`src/rtl/rv32i_types.sv`:
```
// Shared RV32I types: fetch FSM states, the instruction-queue packet layout
// and line geometry used by the fetch stage.
package rv32i_types;

  localparam int FETCH_LINE_WORDS = 8;
  localparam int FETCH_TAG_BITS   = 27;

  typedef enum logic [0:0] {
    S_LOOKUP = 1'b0,
    S_REQ    = 1'b1
  } fetch_state_t;

  // Field order matches iq_data bit order, MSB first.
  typedef struct packed {
    logic [63:0] order;
    logic [31:0] pc;
    logic [31:0] inst;
  } fetch_pkt_t;

  function automatic fetch_pkt_t make_fetch_pkt(input logic [63:0] order,
                                                input logic [31:0] pc,
                                                input logic [31:0] inst);
    fetch_pkt_t pkt;
    pkt.order = order;
    pkt.pc    = pc;
    pkt.inst  = inst;
    return pkt;
  endfunction

endpackage

```
`src/rtl/fetch_unit_if.sv`:
```
// Fetch-stage bus bundle: cache upstream port, instruction-queue port and
// back-end control. master = fetch unit, slave = its environment.
interface fetch_unit_if #(
  parameter int LINE_BITS = 256
);
  logic [31:0]          ufp_addr;
  logic [3:0]           ufp_rmask;
  logic [LINE_BITS-1:0] ufp_rline;
  logic                 ufp_resp;
  logic [127:0]         iq_data;
  logic                 iq_enqueue;
  logic                 iq_full;
  logic                 stall;
  logic                 redirect_valid;
  logic [31:0]          redirect_pc;

  modport master (
    output ufp_addr, ufp_rmask, iq_data, iq_enqueue,
    input  ufp_rline, ufp_resp, iq_full, stall, redirect_valid, redirect_pc
  );

  modport slave (
    input  ufp_addr, ufp_rmask, iq_data, iq_enqueue,
    output ufp_rline, ufp_resp, iq_full, stall, redirect_valid, redirect_pc
  );
endinterface

```
`src/rtl/fetch_line_buffer.sv`:
```
// One-entry line buffer for the fetch stage: valid/tag/line storage with
// install, invalidate and a combinational hit + word-select lookup.
module fetch_line_buffer
  import rv32i_types::*;
#(
  parameter int LINE_BITS = 256
) (
  input  logic                      clk,
  input  logic                      rst,
  input  logic                      i_install,
  input  logic [FETCH_TAG_BITS-1:0] i_install_tag,
  input  logic [LINE_BITS-1:0]      i_install_line,
  input  logic                      i_invalidate,
  input  logic                      i_lookup_en,
  input  logic [FETCH_TAG_BITS-1:0] i_lookup_tag,
  input  logic [2:0]                i_word_sel,
  output logic                      o_hit,
  output logic [31:0]               o_word
);

  logic                      r_valid;
  logic [FETCH_TAG_BITS-1:0] r_tag;
  logic [LINE_BITS-1:0]      r_line;
  logic [31:0]               w_words [FETCH_LINE_WORDS];

  // A fresh install wins over a same-cycle invalidate: the returned data is
  // valid for its tag regardless of where the PC has been redirected.
  always_ff @(posedge clk) begin
    if (!rst) begin
      r_valid <= 1'b0;
    end else if (i_install) begin
      r_valid <= 1'b1;
    end else if (i_invalidate) begin
      r_valid <= 1'b0;
    end
  end

  always_ff @(posedge clk) begin
    if (i_install) begin
      r_tag  <= i_install_tag;
      r_line <= i_install_line;
    end
  end

  generate
    for (genvar gi = 0; gi < FETCH_LINE_WORDS; gi++) begin : g_word
      assign w_words[gi] = r_line[32*gi +: 32];
    end
  endgenerate

  assign o_hit  = i_lookup_en && r_valid && (r_tag == i_lookup_tag);
  assign o_word = w_words[i_word_sel];

endmodule

```
`src/rtl/fetch_unit.sv`:
```
// Instruction fetch stage: PC, commit-order counter, line fetch FSM and
// enqueue into the instruction queue. Macro FETCH_LINE_BUFFER_EN enables line reuse.
module fetch_unit
  import rv32i_types::*;
#(
  parameter logic [31:0] RESET_PC  = 32'haaaaa000,
  parameter int          LINE_BITS = 256
) (
  input  logic         clk,
  input  logic         rst,
  fetch_unit_if.master bus
);

  fetch_state_t              r_state;
  fetch_state_t              w_state_next;
  logic [31:0]               r_pc;
  logic [63:0]               r_order;
  logic [FETCH_TAG_BITS-1:0] r_req_tag;
  logic [31:0]               r_ufp_addr;
  logic [3:0]                r_ufp_rmask;

  logic                      w_hit;
  logic [31:0]               w_word;
  logic                      w_enq;
  logic                      w_miss;
  logic                      w_install;
  logic                      w_invalidate;

  // Without line reuse every enqueue and redirect drops the buffered line,
  // so each instruction pays its own cache round trip.
`ifdef FETCH_LINE_BUFFER_EN
  assign w_invalidate = 1'b0;
`else
  assign w_invalidate = w_enq || bus.redirect_valid;
`endif

  fetch_line_buffer #(
    .LINE_BITS (LINE_BITS)
  ) u_line_buffer (
    .clk            (clk),
    .rst            (rst),
    .i_install      (w_install),
    .i_install_tag  (r_req_tag),
    .i_install_line (bus.ufp_rline),
    .i_invalidate   (w_invalidate),
    .i_lookup_en    (r_state == S_LOOKUP),
    .i_lookup_tag   (r_pc[31:5]),
    .i_word_sel     (r_pc[4:2]),
    .o_hit          (w_hit),
    .o_word         (w_word)
  );

  always_ff @(posedge clk) begin
    if (!rst) begin
      r_state <= S_LOOKUP;
    end else begin
      r_state <= w_state_next;
    end
  end

  always_comb begin
    w_state_next = r_state;
    unique case (r_state)
      S_LOOKUP: if (!bus.redirect_valid && !w_hit) w_state_next = S_REQ;
      S_REQ:    if (bus.ufp_resp) w_state_next = S_LOOKUP;
      default:  w_state_next = S_LOOKUP;
    endcase
  end

  // Redirect takes priority over both enqueue and miss handling in lookup.
  always_comb begin
    w_enq     = 1'b0;
    w_miss    = 1'b0;
    w_install = 1'b0;
    unique case (r_state)
      S_LOOKUP: begin
        if (!bus.redirect_valid) begin
          if (w_hit) begin
            w_enq = !bus.iq_full && !bus.stall;
          end else begin
            w_miss = 1'b1;
          end
        end
      end
      S_REQ:   w_install = bus.ufp_resp;
      default: ;
    endcase
  end

  // A redirect in S_REQ only retargets the PC; the outstanding line still
  // installs under r_req_tag when it returns.
  always_ff @(posedge clk) begin
    if (!rst) begin
      r_pc        <= RESET_PC;
      r_order     <= 64'd0;
      r_req_tag   <= '0;
      r_ufp_addr  <= 32'd0;
      r_ufp_rmask <= 4'h0;
    end else begin
      if (bus.redirect_valid) begin
        r_pc <= bus.redirect_pc;
      end else if (w_enq) begin
        r_pc <= r_pc + 32'd4;
      end
      if (w_enq) begin
        r_order <= r_order + 64'd1;
      end
      if (w_miss) begin
        r_req_tag   <= r_pc[31:5];
        r_ufp_addr  <= {r_pc[31:5], 5'b0};
        r_ufp_rmask <= 4'hf;
      end else if (w_install) begin
        r_ufp_rmask <= 4'h0;
      end
    end
  end

  assign bus.ufp_addr   = r_ufp_addr;
  assign bus.ufp_rmask  = r_ufp_rmask;
  assign bus.iq_enqueue = w_enq;
  assign bus.iq_data    = make_fetch_pkt(r_order, r_pc, w_word);

endmodule

```
`src/flat_wrapper.sv`:
```
// flat-port wrapper written by rule: the top's interface ports become plain ports
module fetch_unit_flat import rv32i_types::*;
#(
  parameter logic [31:0] RESET_PC  = 32'haaaaa000,
  parameter int          LINE_BITS = 256
)
  (clk, rst, bus_ufp_addr, bus_ufp_rmask, bus_iq_data, bus_iq_enqueue, bus_ufp_rline, bus_ufp_resp, bus_iq_full, bus_stall, bus_redirect_valid, bus_redirect_pc);
  fetch_unit_if #(.LINE_BITS(LINE_BITS)) bus_i ();
  input  logic clk;
  input  logic rst;
  output wire logic [$bits(bus_i.ufp_addr)-1:0] bus_ufp_addr;
  output wire logic [$bits(bus_i.ufp_rmask)-1:0] bus_ufp_rmask;
  output wire logic [$bits(bus_i.iq_data)-1:0] bus_iq_data;
  output wire logic [$bits(bus_i.iq_enqueue)-1:0] bus_iq_enqueue;
  input wire logic [$bits(bus_i.ufp_rline)-1:0] bus_ufp_rline;
  input wire logic [$bits(bus_i.ufp_resp)-1:0] bus_ufp_resp;
  input wire logic [$bits(bus_i.iq_full)-1:0] bus_iq_full;
  input wire logic [$bits(bus_i.stall)-1:0] bus_stall;
  input wire logic [$bits(bus_i.redirect_valid)-1:0] bus_redirect_valid;
  input wire logic [$bits(bus_i.redirect_pc)-1:0] bus_redirect_pc;
  assign bus_ufp_addr = bus_i.ufp_addr;
  assign bus_ufp_rmask = bus_i.ufp_rmask;
  assign bus_iq_data = bus_i.iq_data;
  assign bus_iq_enqueue = bus_i.iq_enqueue;
  assign bus_i.ufp_rline = bus_ufp_rline;
  assign bus_i.ufp_resp = bus_ufp_resp;
  assign bus_i.iq_full = bus_iq_full;
  assign bus_i.stall = bus_stall;
  assign bus_i.redirect_valid = bus_redirect_valid;
  assign bus_i.redirect_pc = bus_redirect_pc;
  fetch_unit #(.RESET_PC(RESET_PC), .LINE_BITS(LINE_BITS)) u_core (.clk(clk), .rst(rst), .bus(bus_i));
endmodule
```
`config.mk`:
```
export PLATFORM = sky130hd
export DESIGN_NAME = fetch_unit_flat
export DESIGN_NICKNAME = d
export VERILOG_FILES = /design/src/rtl/rv32i_types.sv /design/src/rtl/fetch_unit_if.sv /design/src/rtl/fetch_line_buffer.sv /design/src/rtl/fetch_unit.sv /design/src/flat_wrapper.sv
export SDC_FILE = /design/constraint.sdc
export NUM_CORES = 1
export LEC_CHECK = 0
export CORE_UTILIZATION = 35
export CTS_CLUSTER_DIAMETER = 200
export CTS_CLUSTER_SIZE = 30
export DETAILED_ROUTE_END_ITERATION = 7
export PLACE_DENSITY = 0.66
export REMOVE_ABC_BUFFERS = 1
export SLEW_MARGIN = 30
export SYNTH_ARGS = -nofsm -noshare
export SYNTH_HDL_FRONTEND = slang
export SYNTH_SLANG_ARGS = --single-unit
```
`constraint.sdc`:
```
create_clock -name clk -period 17.6 [get_ports clk]
set_clock_uncertainty 0.05 [all_clocks]
set_input_delay 4.4 -clock clk [delete_from_list [all_inputs] [get_ports clk]]
set_output_delay 4.4 -clock clk [all_outputs]
set_load 0.05 [all_outputs]
```
Word-level counts from Yosys, hierarchy flattened. Index checks and enable logic that the tools add are counted.

Bits in registers: 412. Input bits: 294. Output and inout port bits: 165. Logic and storage cells: 45.

$add $sub $neg: 2. $lt $le $gt $ge: 1. Equal/unequal tests: 1. Muxes and demuxes: 19. Bitwise logic cells: 2. Reduce and logical (&&, ||, !) cells: 12.

Operators by type and width (count): 2-to-1 mux 32 bit (4); binary-select mux 32 bit (select 3 bit) (1); adder 64 x 1 -> 64 bit (second input constant) (1); adder 32 x 3 -> 32 bit (second input constant) (1); equality test 27 bit (1); 2-to-1 mux 1 bit (11); 2-to-1 mux 4 bit (2); nonzero test 2 bit (3); >= comparator 4 bit (second input constant) (1); logical AND 1 bit (4); zero test 1 bit (4); inverter 3 -> 4 bit (1); one-hot mux 1 bit (2 select lines) (1); logical OR 1 bit (1); inverter 1 bit (1).

Logic depth before layout (Yosys ltp). Gate-level depths: netlist of the first run.

Depth after elaboration: 9. Mapped depth: 10. Depth with buffers taken out: 7.

By module. A second synthesis of the first run with hierarchy kept.

Cell total of the unflattened synthesis: 1165. Area total of the unflattened synthesis: 16843.7 sq um.

By module, submodules not included: fetch_line_buffer (instances 1, cells an instance 437, area an instance 10908.0 sq um, seq. area each 8518.2 sq um); fetch_unit (instances 1, cells an instance 728, area an instance 5935.7 sq um, seq. area each 2502.4 sq um).

Worst setup path after synthesis of the first run. OpenSTA, ideal clock, no wires.

Path type: input to register. From: in bus_ufp_resp. To: reg u_core.u_line_buffer.r_line[0], enable pin. Setup time: 0.634 ns. Data arrival time: 9.945 ns. Data required time: 16.916 ns. Path slack: 6.971 ns. Cell stages on the path: 2. Path buffers: 0. Cell sequence: nand2_1 inv_1.

Word-level cells in the longest chain between the ends: 1.

RTL lines: start: declaration (line flat_wrapper.sv:16) `input wire logic [$bits(bus_i.ufp_resp)-1:0] bus_ufp_resp;`; 2-to-1 mux 1 bit (line fetch_unit.sv:75) `unique case (r_state)`; via u_core.u_line_buffer.i_install (line fetch_line_buffer.sv:10) `input logic i_install,`; end signal: assignment (line fetch_line_buffer.sv:41) `r_line <= i_install_line;`; end: declaration (line fetch_line_buffer.sv:23) `logic [LINE_BITS-1:0] r_line;`.

The timed path passes the listed nets, and every way through them passes these cells. A chain may end at the register's enable or synchronous reset.

Final worst setup path of the first run.
From: in bus_redirect_valid. To: out bus_iq_enqueue.

Word-level cells in the longest chain between the ends: 2.

RTL lines: start: declaration (line flat_wrapper.sv:19) `input wire logic [$bits(bus_i.redirect_valid)-1:0] bus_redirect_valid;`; 2-to-1 mux 1 bit (line fetch_unit.sv:77) `if (!bus.redirect_valid) begin`; 2-to-1 mux 1 bit (line fetch_unit.sv:75); end: declaration (line flat_wrapper.sv:14) `output wire logic [$bits(bus_i.iq_enqueue)-1:0] bus_iq_enqueue;`.

No other way between the ends.

==> flow_summary.ini, run 1 <==
[power]
combinationalPowerShare = 0.143
clockPowerShare = 0.263
p_seq_frac = 0.594
power_switching_mw = 0.4551
p_int_mw = 1.371
max-vdd-ir-drop_mv = 0.07948
switching_share = 0.2493
p_per_area_nw_per_um2 = 80.36
leakagePower_nw = 7.418

[route]
vias = 12440
drc_errors = 0
dr_wl_met2_um = 24720
first_pass_iters = 5
m1WireLength_um = 19390
wl_met3_um = 5075
wl_um = 51060
top_layer = met5
viasPerCell = 5.348
ant_nets = 0
post_drt_wl_per_cell_um = 21.95
drt-initial-drc-count = 1142

[grt]
grtUsageTotal = 0.2013
overflow = 0
grt_pass1_vias = 12410
grt_pass1_wl_um = 75380
antenna_found_initial = 13
grt_max_degree = 115

[timing]
fmax_ghz = 0.08364
finalCritPeriodShare = 0.6793
max_slew_margin = 0.4162
period_minus_slack_ns = 11.96
final_hold_viol_count = 0
fin_setup_tns_ns = 0
finalSetupViolCount = 0
drv_slew = 0
tightestPinTransition_ns = 0.8757
fin_hold_ws_ns = 0.4159
setup_ws_ns = 5.644
rsz0062_at_grt = no

[synthesis]
ys_async_sr_fraction = 0
ys.flop_type = edfxtp_1
yosys.area_share.xor_xnor = 0.02150
avgSynthCellArea_um2 = 13.33
syn_inst = 1284
netlist.top_cell.by_area = edfxtp_1
synth_common_cells = edfxtp_1, nand2_1, dfxtp_1
ys_seq_elements = 409
synthAdderAreaFrac = 0.001463
ys_seq_area_frac = 0.6441
synth_area_leaders = edfxtp_1, dfxtp_1, mux4_2
synth_top_family_by_area = simple AND/OR/NAND/NOR gates
synth_edf_count = 283
netlist_area_um2 = 17110
ys.warnings.count = 0
yosysUniqueCellTypes = 63
synthMuxAreaShare = 0.1082
synth_most_common_cell = edfxtp_1
synth-simple-area-share = 0.1404
synth_top_area_frac = 0.4967
synth_compound_area_frac = 0.05938

[floorplan]
die_y_um = 223.1
core_area_um2 = 47950
dieWidth_um = 223.1
initial_utilization = 0.3569
num_rows = 80
io_pins = 459
die_area_um2 = 49770

[place]
dpl.hpwl_um = 37260
place_ws_ns = 5.662
port-buffer-count = 453
gp_congestion = 0.8888
post_dp_cell_area_um2 = 22210

[final_layout]
fin_area_um2 = 22720
nNetsFinal = 1990
syn_to_final_growth_pct = 32.80
postLayoutCoreUtil = 0.4739
layout-drive-gt1-share = 0.07042

[setup_path]
cp.required_ns = 13.15
path_class = in2out
path_max_fanout = 36
crit_arrival_ns = 7.51
cp-start-kind = input pin
crit_path_end_kind = output port

[cts]
cts.root.buffer_cell = clkbuf_16
clockBufferDepth = 3
worstSkewPairLatency_ns = 0.54
htree_levels = 1
cts_tree = built
hold_buffers = 0
cts_resized = 0
cts_sinks = 409
cts_setup_buffers = 0
clk_pin_slew_ns = 0.12
cts_buffers = 17

[flow_run]
timing.max_cap.violations = 0

[status]
status = complete, no violations

[hold_path]
hp-class = reg2reg
-- flip-flops by register name, summed over array words and instances (netlist names) --
name and cells:
u_core.r_req_tag 27, u_core.u_line_buffer.r_valid 1, u_core.u_line_buffer.r_line 256, u_core.r_pc 32
u_core.u_line_buffer.r_tag 27, u_core.bus.ufp_rmask 1, u_core.r_state 1, u_core.r_order 64
-- worst max-delay path: stages --
cell	delay, ns
clkdlybuf4s50_1	0.40
buf_4	0.26
nor4_1	0.37
nand4_2	0.43
or2_1	0.39
clkinv_1	0.31
clkdlybuf4s50_1	0.92
-- cells by family (layout without fill, tap and decap cells) --
kind of cell    after synthesis  after routing
buf+inv                      96            512
fa+ha+maj                     2              2
mux                         105            105
simple gates                475            475
compound gates              154            154
flops                       409            409
other cells                   1             12
xor+xnor                     42             42
-- worst paths after layout --
| kind | from | end | slack (ns) | cells after the start |
|---|---|---|---|---|
| worst min-delay path | u_core.r_req_tag[7]$_SDFFE_PN0P_ | u_core.u_line_buffer.r_tag[7]$_DFFE_PP_ | 0.42 | 0 |
| worst min register to register | u_core.r_req_tag[7]$_SDFFE_PN0P_ | u_core.u_line_buffer.r_tag[7]$_DFFE_PP_ | 0.42 | 0 |
| worst max register to register | u_core.r_order[3]$_SDFFE_PN0P_ | u_core.r_order[57]$_SDFFE_PN0P_ | 14.18 | 6 |
| worst max-delay path | bus_redirect_valid | bus_iq_enqueue | 5.64 | 7 |
-- layer usage --
metal / vias to the layer above / track usage
li1: 5700 / -
met1: 6105 / 0.2400
met4: 10 / 0.07920
met3: 85 / 0.06572
met5: - / 0
met2: 539 / 0.3360
-- power groups by stage --
stage / Sequential [mW] / Combinational (mW) / Clock, mW
after floorplan: 1.14 / 0.102 / 0
after global placement: 1.11 / 0.260 / 0
after detailed placement: 1.11 / 0.262 / 0
after CTS: 1.09 / 0.263 / 0.499
after global routing: 1.09 / 0.275 / 0.529
final: 1.08 / 0.260 / 0.481
-- through the flow --
step           total power [mW]  std cells
2_1_floorplan             1.241       1209
3_3_place_gp              1.365       2290
3_5_place_dp              1.370       2290
4_1_cts                   1.847       2319
5_1_grt                   1.893       2323
6_report                  1.826       2326
-- cell type report --
type | count | area, µm²
antenna | 7 | 17.52
inverter | 17 | 71.32
clock inverter | 1 | 16.27
multi-input combinational | 783 | 5708
sequential | 409 | 11030
timing repair buffer | 466 | 4643
tap | 615 | 769.5
fill | 4256 | 25220
clock buffer | 28 | 466.7
-- cells in the final DEF, fill, tap and decap left out, drive strengths merged, types with 27 or more instances in the layout --
cell type and instances:
nand2 177, nor4 28, dfxtp 126, clkbuf 28, nand3 40, edfxtp 283, mux2i 41, clkdlybuf4s50 453
nand4 38, mux4 64, xor2 27, a21oi 55, nor2 69
(Power assumes the default switching activity.)
==> inputs of run 2 (changes only) <==
==> constraint.sdc (replaced) <==
create_clock -name clk -period 11.15 [get_ports clk]
set_clock_uncertainty 0.05 [all_clocks]
set_input_delay 2.7875 -clock clk [delete_from_list [all_inputs] [get_ports clk]]
set_output_delay 2.7875 -clock clk [all_outputs]
set_load 0.05 [all_outputs]
==> run 2 against run 1 <==
Against the previous run: sequential power rose by 58%; critical path type unchanged; largest power group unchanged; setup slack got worse by 3.6 ns; first-iteration DRC count is 4.6% higher; clock power grew 59%; utilization about the same; final area is essentially flat; power is 58% higher; flip-flop and latch count stayed put; combinational power rose by 58%; register-to-register slack worse by 6.4 ns; non-clock buffer count stayed put; wire length is 0.12% higher.
==> flow_summary.ini, run 2 (synthesis results as in run 1) <==
[place]
dpl.hpwl_um = 36900
post_dp_cell_area_um2 = 22210
place_ws_ns = 2.087
gp_congestion = 0.8883
port-buffer-count = 453

[setup_path]
cp_cell_sequence = clkdlybuf4s50_1, buf_4, nor4_1, nand4_2, or2_1, buf_4, clkinv_1, clkdlybuf4s50_1
path_class = in2out
slowest_stage = clkdlybuf4s50_1
crit_arrival_ns = 6.29
path_max_fanout = 46
cp.required_ns = 8.31
max_stage_delay_ns = 0.89
cp-start-kind = input pin
crit_path_end_kind = output port

[route]
ant_nets = 0
viasPerCell = 5.384
drc_errors = 0
first_pass_iters = 5
vias = 12530
drt-initial-drc-count = 1195
post_drt_wl_per_cell_um = 21.97
wl_um = 51120

[timing]
period_minus_slack_ns = 9.126
finalSetupViolCount = 0
setup_ws_ns = 2.024
fin_setup_tns_ns = 0
final_hold_viol_count = 0
finalCritPeriodShare = 0.8185
max_slew_margin = 0.4124
rsz0062_at_grt = no
tightestPinTransition_ns = 0.8813
fmax_ghz = 0.1096
drv_slew = 0

[final_layout]
top_regs = u_core.u_line_buffer.r_line (256), u_core.r_order (64), u_core.r_pc (32)
final_common_cell = clkdlybuf4s50_1
final_cell_mix = clkdlybuf4s50_1, edfxtp_1, nand2_1
multi_input_area_um2 = 5708
nNetsFinal = 1990
nFillCells = 4313
syn_to_final_growth_pct = 32.87
largest_register_ffs = 256
seqCellArea_um2 = 11030
fin_area_um2 = 22730
regMostFlops = u_core.u_line_buffer.r_line
layout-drive-gt1-share = 0.07042

[cts]
worstSkewPairLatency_ns = 0.54
htree_levels = 1
clockBufferDepth = 3
cts_resized = 0
clk_pin_slew_ns = 0.11
cts_tree = built
hold_buffers = 0
cts.root.buffer_cell = clkbuf_16
cts_buffers = 17
cts_setup_buffers = 0
cts_sinks = 409

[power]
p_total_mw = 2.888
p_per_area_nw_per_um2 = 127.0
leakagePower_nw = 7.421
max-vdd-ir-drop_mv = 0.1177

[hold_path]
hp-class = reg2reg

[grt]
grt_max_degree = 145
grtUsageTotal = 0.2001
antenna_found_initial = 14
overflow = 0
grt_pass1_wl_um = 75090
grt_pass1_vias = 12240

[floorplan]
initial_utilization = 0.3569
io_pins = 459
core_area_um2 = 47950
die_y_um = 223.1
dieWidth_um = 223.1
die_area_um2 = 49770
num_rows = 80

[flow_run]
timing.max_cap.violations = 0

[status]
status = complete, no violations
==> run 2: cell count changes in the layout (fill, tap and decap cells not counted), sizes merged <==
cell,previous run,this run
inv,16,15
clkinv,2,3
diode,7,8
==> run 2: final timing paths <==
check	from	end	slack (ns)	cells after the start
max	bus_redirect_valid	bus_iq_enqueue	2.02	8
min	u_core.u_line_buffer.r_valid$_SDFFE_PN0P_	u_core.u_line_buffer.r_valid$_SDFFE_PN0P_	0.42	2
max reg2reg	u_core.r_pc[28]$_SDFFE_PN0P_	u_core.r_pc[28]$_SDFFE_PN0P_	7.73	9
min reg2reg	u_core.u_line_buffer.r_valid$_SDFFE_PN0P_	u_core.u_line_buffer.r_valid$_SDFFE_PN0P_	0.42	2
==> run 2: through the flow <==
step | utilization | hold slack (ns) | std cells
final | 0.4742 | 0.4204 | 2327
after global routing | 0.4741 | 0.4327 | 2325
after CTS | 0.4734 | 0.4209 | 2319
after detailed placement | 0.4633 | 0.3948 | 2290
after global placement | 0.4632 | 0.3943 | 2290
after floorplan | - | 0.3868 | 1209
==> run 2: final cells by class <==
type	count	share of cell area
antenna	8	0.0008806
clock buffer	28	0.02053
clock inverter	1	0.0007155
inverter	17	0.003357
multi-input combinational	783	0.2511
sequential	409	0.4851
tap	615	0.03385
timing repair buffer	466	0.2045
==> run 2: where the power goes <==
part           total [mW]  leakage (nW)  internal, mW  switching, mW
Combinational       0.412          3.58         0.192          0.220
Clock               0.765         0.229         0.296          0.468
Sequential           1.71          3.62          1.68         0.0358
==> run 2: per-layer routing <==
layer | vias up | GRT usage | part of all wire | wire, µm
li1 | 5706 | - | - | -
met1 | 6125 | 0.2486 | 0.38 | 19650
met2 | 612 | 0.3361 | 0.49 | 24870
met3 | 75 | 0.05716 | 0.10 | 5178
met4 | 10 | 0.06251 | 0.027 | 1361
met5 | - | 0 | 0.0013 | 64
==> run 2: critical path: cells and delay by family <==
| kind | cells | cell delay [ns] |
|---|---|---|
| simple gates | 3 | 1.23 |
| buf+inv | 5 | 2.24 |
